===== src/rtl/fetch_queue_if.sv =====
// Fetch stage signal bundle: instruction-memory read port, redirect input and decode-queue handshake.
// master = fetch_queue side, slave = memory/execute/decode side.
interface fetch_queue_if #(
  parameter int INSTR_W = 16
);
  logic               imem_en;
  logic [7:0]         imem_addr;
  logic [INSTR_W-1:0] imem_rdata;
  logic               redirect_valid;
  logic [7:0]         redirect_pc;
  logic               dq_valid;
  logic               dq_ready;
  logic [INSTR_W-1:0] dq_instr;
  logic [7:0]         dq_pc;

  modport master (
    output imem_en, imem_addr,
    input  imem_rdata,
    input  redirect_valid, redirect_pc,
    output dq_valid, dq_instr, dq_pc,
    input  dq_ready
  );

  modport slave (
    input  imem_en, imem_addr,
    output imem_rdata,
    output redirect_valid, redirect_pc,
    input  dq_valid, dq_instr, dq_pc,
    output dq_ready
  );
endinterface


===== src/rtl/fetch_queue.sv =====
// Fetch stage: sequential PCs, 1-cycle imem read, DEPTH-entry queue to decode; imem-to-decode latency 2 cycles.
// Issue is credit-limited (count+inflight < DEPTH) so decode backpressure stalls fetch; FETCH_PERF_EN adds perf counters.
module fetch_queue #(
  parameter int         DEPTH    = 4,
  parameter int         INSTR_W  = 16,
  parameter logic [3:0] HALT_OPC = 4'hF
) (
  input  logic              clk,
  input  logic              rst,
  fetch_queue_if.master     bus,
  output logic [7:0]        pc,
  output logic              halted
`ifdef FETCH_PERF_EN
  ,
  output logic [15:0]       perf_fetched,
  output logic [15:0]       perf_stall
`endif
);

  localparam int            PW      = $clog2(DEPTH);
  localparam int            CW      = PW + 1;
  localparam logic [CW:0]   DEPTH_C = (CW + 1)'(DEPTH);

  typedef struct packed {
    logic [INSTR_W-1:0] instr;
    logic [7:0]         pc;
  } entry_t;

  entry_t          mem [DEPTH];
  logic [PW-1:0]   wr_ptr;
  logic [PW-1:0]   rd_ptr;
  logic [CW-1:0]   count;
  logic            inflight;
  logic [7:0]      pc_q;
  logic [7:0]      ret_pc;
  logic            halted_q;

  logic            push;
  logic            pop;
  logic            halt_return;
  logic            issue;
  logic            dq_valid_w;
  logic [CW:0]     occupancy;

  // Return data is squashed by a same-cycle redirect; a returning HLT blocks the younger issue.
  always_comb begin
    push        = inflight && !bus.redirect_valid;
    halt_return = push && (bus.imem_rdata[INSTR_W-1 -: 4] == HALT_OPC);
    occupancy   = {1'b0, count} + {{CW{1'b0}}, inflight};
    issue       = !rst && !halted_q && !bus.redirect_valid &&
                  (occupancy < DEPTH_C) && !halt_return;
    dq_valid_w  = (count != '0);
    pop         = dq_valid_w && bus.dq_ready;
  end

  assign bus.imem_en   = issue;
  assign bus.imem_addr = pc_q;
  assign bus.dq_valid  = dq_valid_w;
  assign bus.dq_instr  = mem[rd_ptr].instr;
  assign bus.dq_pc     = mem[rd_ptr].pc;
  assign pc            = pc_q;
  assign halted        = halted_q;

  always_ff @(posedge clk) begin
    if (rst) begin
      pc_q     <= 8'h00;
      ret_pc   <= 8'h00;
      inflight <= 1'b0;
      halted_q <= 1'b0;
      count    <= '0;
      wr_ptr   <= '0;
      rd_ptr   <= '0;
    end else if (bus.redirect_valid) begin
      pc_q     <= bus.redirect_pc;
      inflight <= 1'b0;
      halted_q <= 1'b0;
      count    <= '0;
      wr_ptr   <= '0;
      rd_ptr   <= '0;
    end else begin
      inflight <= issue;
      if (issue) begin
        pc_q   <= pc_q + 8'd1;
        ret_pc <= pc_q;
      end
      if (push) wr_ptr <= wr_ptr + PW'(1);
      if (pop)  rd_ptr <= rd_ptr + PW'(1);
      count <= count + CW'(push) - CW'(pop);
      if (halt_return) halted_q <= 1'b1;
    end
  end

  // Storage needs no reset: entries are only visible while count is non-zero.
  always_ff @(posedge clk) begin
    if (push) mem[wr_ptr] <= '{instr: bus.imem_rdata, pc: ret_pc};
  end

`ifdef FETCH_PERF_EN
  always_ff @(posedge clk) begin
    if (rst || bus.redirect_valid) begin
      perf_fetched <= 16'h0000;
      perf_stall   <= 16'h0000;
    end else begin
      if (push && perf_fetched != 16'hFFFF) perf_fetched <= perf_fetched + 16'd1;
      if (!halted_q && !issue && perf_stall != 16'hFFFF) perf_stall <= perf_stall + 16'd1;
    end
  end
`endif

endmodule


===== src/flat_wrapper.sv =====
// flat-port wrapper written by rule: the top's interface ports become plain ports
module fetch_queue_flat 
#(
  parameter int         DEPTH    = 4,
  parameter int         INSTR_W  = 16,
  parameter logic [3:0] HALT_OPC = 4'hF
)
  (clk, rst, pc, halted, bus_imem_en, bus_imem_addr, bus_imem_rdata, bus_redirect_valid, bus_redirect_pc, bus_dq_valid, bus_dq_instr, bus_dq_pc, bus_dq_ready);
  fetch_queue_if #(.INSTR_W(INSTR_W)) bus_i ();
  input  logic clk;
  input  logic rst;
  output logic [7:0] pc;
  output logic halted;
  output wire logic [$bits(bus_i.imem_en)-1:0] bus_imem_en;
  output wire logic [$bits(bus_i.imem_addr)-1:0] bus_imem_addr;
  input wire logic [$bits(bus_i.imem_rdata)-1:0] bus_imem_rdata;
  input wire logic [$bits(bus_i.redirect_valid)-1:0] bus_redirect_valid;
  input wire logic [$bits(bus_i.redirect_pc)-1:0] bus_redirect_pc;
  output wire logic [$bits(bus_i.dq_valid)-1:0] bus_dq_valid;
  output wire logic [$bits(bus_i.dq_instr)-1:0] bus_dq_instr;
  output wire logic [$bits(bus_i.dq_pc)-1:0] bus_dq_pc;
  input wire logic [$bits(bus_i.dq_ready)-1:0] bus_dq_ready;
  assign bus_imem_en = bus_i.imem_en;
  assign bus_imem_addr = bus_i.imem_addr;
  assign bus_i.imem_rdata = bus_imem_rdata;
  assign bus_i.redirect_valid = bus_redirect_valid;
  assign bus_i.redirect_pc = bus_redirect_pc;
  assign bus_dq_valid = bus_i.dq_valid;
  assign bus_dq_instr = bus_i.dq_instr;
  assign bus_dq_pc = bus_i.dq_pc;
  assign bus_i.dq_ready = bus_dq_ready;
  fetch_queue #(.DEPTH(DEPTH), .INSTR_W(INSTR_W), .HALT_OPC(HALT_OPC)) u_core (.clk(clk), .rst(rst), .bus(bus_i), .pc(pc), .halted(halted));
endmodule

===== config.mk =====
export PLATFORM = sky130hd
export DESIGN_NAME = fetch_queue_flat
export DESIGN_NICKNAME = d
export VERILOG_FILES = /design/src/rtl/fetch_queue_if.sv /design/src/rtl/fetch_queue.sv /design/src/flat_wrapper.sv
export SDC_FILE = /design/constraint.sdc
export NUM_CORES = 1
export LEC_CHECK = 0
export BUFFER_PORTS_ARGS = -buffer_cell sky130_fd_sc_hd__buf_2
export CORE_ASPECT_RATIO = 0.7
export CORE_MARGIN = 2
export CORE_UTILIZATION = 42
export DETAILED_ROUTE_END_ITERATION = 8
export PLACE_DENSITY = 0.68
export SYNTH_ARGS = -nofsm -noshare
export SYNTH_HDL_FRONTEND = slang
export SYNTH_SLANG_ARGS = --single-unit

===== constraint.sdc =====
create_clock -name clk -period 2.2 [get_ports clk]
set_clock_uncertainty 0.15 [all_clocks]
set_input_delay 0.66 -clock clk [delete_from_list [all_inputs] [get_ports clk]]
set_output_delay 0.66 -clock clk [all_outputs]
set_load 0.1 [all_outputs]

==> results.json <==
{
  "status": "finished, violations left",
  "violations": "negative setup slack",
  "drc_errors": 0,
  "tritoncts": "yes",
  "final_util": 0.572,
  "syn_area_sq_um": 4920,
  "vias_per_cell": 5.29,
  "fin_cells": 555,
  "cpPeakStageDelay_ns": 0.58,
  "ys_types": 45,
  "post_cts_buffers": 0,
  "setup_violations": 26,
  "setup_ws_ns": -0.330,
  "ys_warn_count": 0,
  "ys_ff_latch": 123,
  "hold_viol": 0,
  "die_w_um": 133,
  "grt_pass1_vias": 2946,
  "synth_edf_count": 96,
  "post_dp_cell_area_sq_um": 6010,
  "drive_gt1_frac": 0.415,
  "synth.area.top_cells": "edfxtp_1, dfxtp_1, mux4_2, ha_1, nand3_1",
  "drt_iter0_drc": 196,
  "syn_area_per_cell_sq_um": 16.7,
  "seq_power_share": 0.444,
  "p_int_mw": 4.41,
  "power_density_nw_per_um2": 879,
  "wirelength_um": 10000,
  "rows": 33,
  "die_h_um": 94.6,
  "antenna_cells": 0,
  "ios": 71,
  "setup_tns_ns": -7.49,
  "drv_slew": 0,
  "max-cap-violations": 0,
  "worstMarginPinSlew_ns": 0.488,
  "hold_path_class": "in2reg",
  "min_period_ns": 2.53,
  "seq_area_frac_synth": 0.696,
  "stdcell_area_sq_um": 6610,
  "grt_antenna_before_repair": 0,
  "cts.sinks": 123,
  "timing.rr.start": "u_core.count[1]",
  "crit_type": "reg2out",
  "clk_latency_ns": 0.41,
  "final_nets": 422,
  "critPathMaxFanout": 11,
  "cts_hold_buf": 0,
  "cp_cell_sequence": "buf_12, mux4_2, buf_12",
  "cp_common_cell": "buf_12",
  "crit_required_ns": 1.39,
  "grt_pass1_wl_um": 15800,
  "rsz0062_at_grt": "true",
  "place_hpwl_um": 6340,
  "core_area_sq_um": 11600,
  "p_leak_nw": 2.42,
  "cts_buffers": 17,
  "synth_cells": 295,
  "synthFlopType": "edfxtp_1",
  "vdd.ir_drop.worst_v": 0.000542,
  "cts-root-buf": "clkbuf_16",
  "startpoint_type": "flop",
  "cts.path.max_buffers": 2,
  "grt_max_degree": 25,
  "dpl_worst_slack_ns": -0.237,
  "routedWlPerCell_um": 18.1,
  "clockPowerShare": 0.447,
  "nFillCells": 883,
  "arrival_ns": 1.72,
  "grt_overflow": 0,
  "die_area_sq_um": 12600,
  "yosys.area.top_type": "edfxtp_1",
  "vias": 2935,
  "gp_congestion": 0.874,
  "slowest_stage": "mux4_2",
  "worstHoldStart": "bus_imem_rdata[2]",
  "final_antenna_net_count": 0,
  "combPwrFrac": 0.110,
  "path_clk_slew_ns": 0.05,
  "h-tree-depth": 4,
  "area_growth_syn_to_layout_pct": 34.4,
  "post-route-period-util": 1.15,
  "port_buffers": 70,
  "first_pass_iters": 4,
  "endpoint_kind": "output pin",
  "hold_ws_ns": 0.315,
  "syn_nets": 332,
  "grt_usage": 0.172,
  "power.switching_mw": 1.40,
  "initial_utilization": 0.426,
  "synthArstFlopShare": 0,
  "switching_share": 0.241,
  "finalPower_mw": 5.81,
  "max-slew-margin-rel": 0.677,
  "place_inst": 523,
  "yosysTopAreaCellShare": 0.586,
  "fmaxAchievable_ghz": 0.395
}
==> cells in the final DEF (no fill, tap or decap), types with 4 or more instances in the layout <==
| master | instances |
|---|---|
| a21oi_1 | 8 |
| and2_1 | 4 |
| and3_1 | 4 |
| buf_12 | 35 |
| buf_2 | 44 |
| buf_4 | 14 |
| clkbuf_1 | 4 |
| clkbuf_16 | 17 |
| clkinv_2 | 7 |
| dfxtp_1 | 16 |
| dfxtp_2 | 10 |
| edfxtp_1 | 96 |
| ha_1 | 7 |
| inv_1 | 7 |
| mux4_2 | 24 |
| nand2_1 | 9 |
| nand3_1 | 20 |
| nor2_1 | 11 |
| o211ai_1 | 5 |
| o21ai_0 | 8 |
==> worst paths after layout <==
check                           end  slack (ns)  cells past startpoint
setup / recovery       bus_dq_pc[4]       -0.33                      3
hold / removal    u_core.mem[0][10]        0.31                      1
setup reg to reg    u_core.count[2]        0.08                      9
hold reg to reg    u_core.mem[0][0]        0.36                      0
==> critical path, delay by kind of cell, from the launching register on <==
kind                   cells  cell delay, ns
buffers and inverters      2            0.36
multiplexers               1            0.58
flip-flops                 1            0.37
==> cell usage after synthesis, types with 2 or more instances <==
master     instances
and3_1             4
a21oi_1            8
dfxtp_1           27
o221ai_1           2
ha_1               8
buf_2              7
or3_1              2
buf_6              2
nand3_1           20
o21ai_0            8
o211a_1            2
mux4_2            24
nand2_1            9
a31oi_1            3
and4_1             2
or4_1              2
clkbuf_1           5
xnor2_1            3
edfxtp_1          96
o211ai_1           5
inv_1              7
nand4_1            2
nor2_1            12
buf_4              9
o2111ai_1          2
nor4_1             2
and2_1             4
==> sequential cells by signal, indices dropped and copies added (netlist names), named ones only <==
| signal | flops |
|---|---|
| u_core.wr_ptr | 2 |
| u_core.count | 3 |
| u_core.halted | 1 |
| u_core.inflight | 1 |
| u_core.bus.imem_addr | 8 |
| u_core.mem | 96 |
| u_core.ret_pc | 8 |
| u_core.rd_ptr | 2 |
==> power by group through the flow <==
stage	sequential (mW)	clock, mW	combinational, mW
floorplan	2.69	0	0.370
global placement	2.62	0	0.619
detailed placement	2.63	0	0.626
CTS	2.58	2.65	0.639
global route	2.58	2.75	0.663
finish	2.58	2.60	0.637
==> per-layer routing <==
layer  vias up  share of wire  wire length, um  track usage
met5         -              0                0            0
met4         0          0.014              141       0.0709
met3        19          0.051              514       0.0526
met2        87           0.47             4760        0.265
met1      1479           0.46             4620        0.230
li1       1350              -                -            -
==> kinds of logic after synthesis <==
kind of cell,synth area share
flip-flops,0.696
AND/OR/NAND/NOR,0.0682
AO/OA/AOI/OAI,0.0572
buffers and inverters,0.0353
multiplexers,0.112
adder cells (fa/ha/maj),0.0244
XOR/XNOR,0.00712
==> layout make-up <==
type	count	area, sq um	area share
clock buffers	22	454	0.0687
clock inverters	10	98.8	0.0150
inverters	7	26.3	0.00397
multi-input cells	141	1350	0.204
flip-flops and latches	123	3440	0.520
well taps	157	196	0.0297
repair buffers	95	1050	0.159
==> timing repair <==
item,4_1_cts,5_1_grt
hold endpoints to repair,0,0
resized for setup,12,0
pin swaps,3,1
endpoints found under the setup margin,26,27
(Power assumes the default switching activity.)
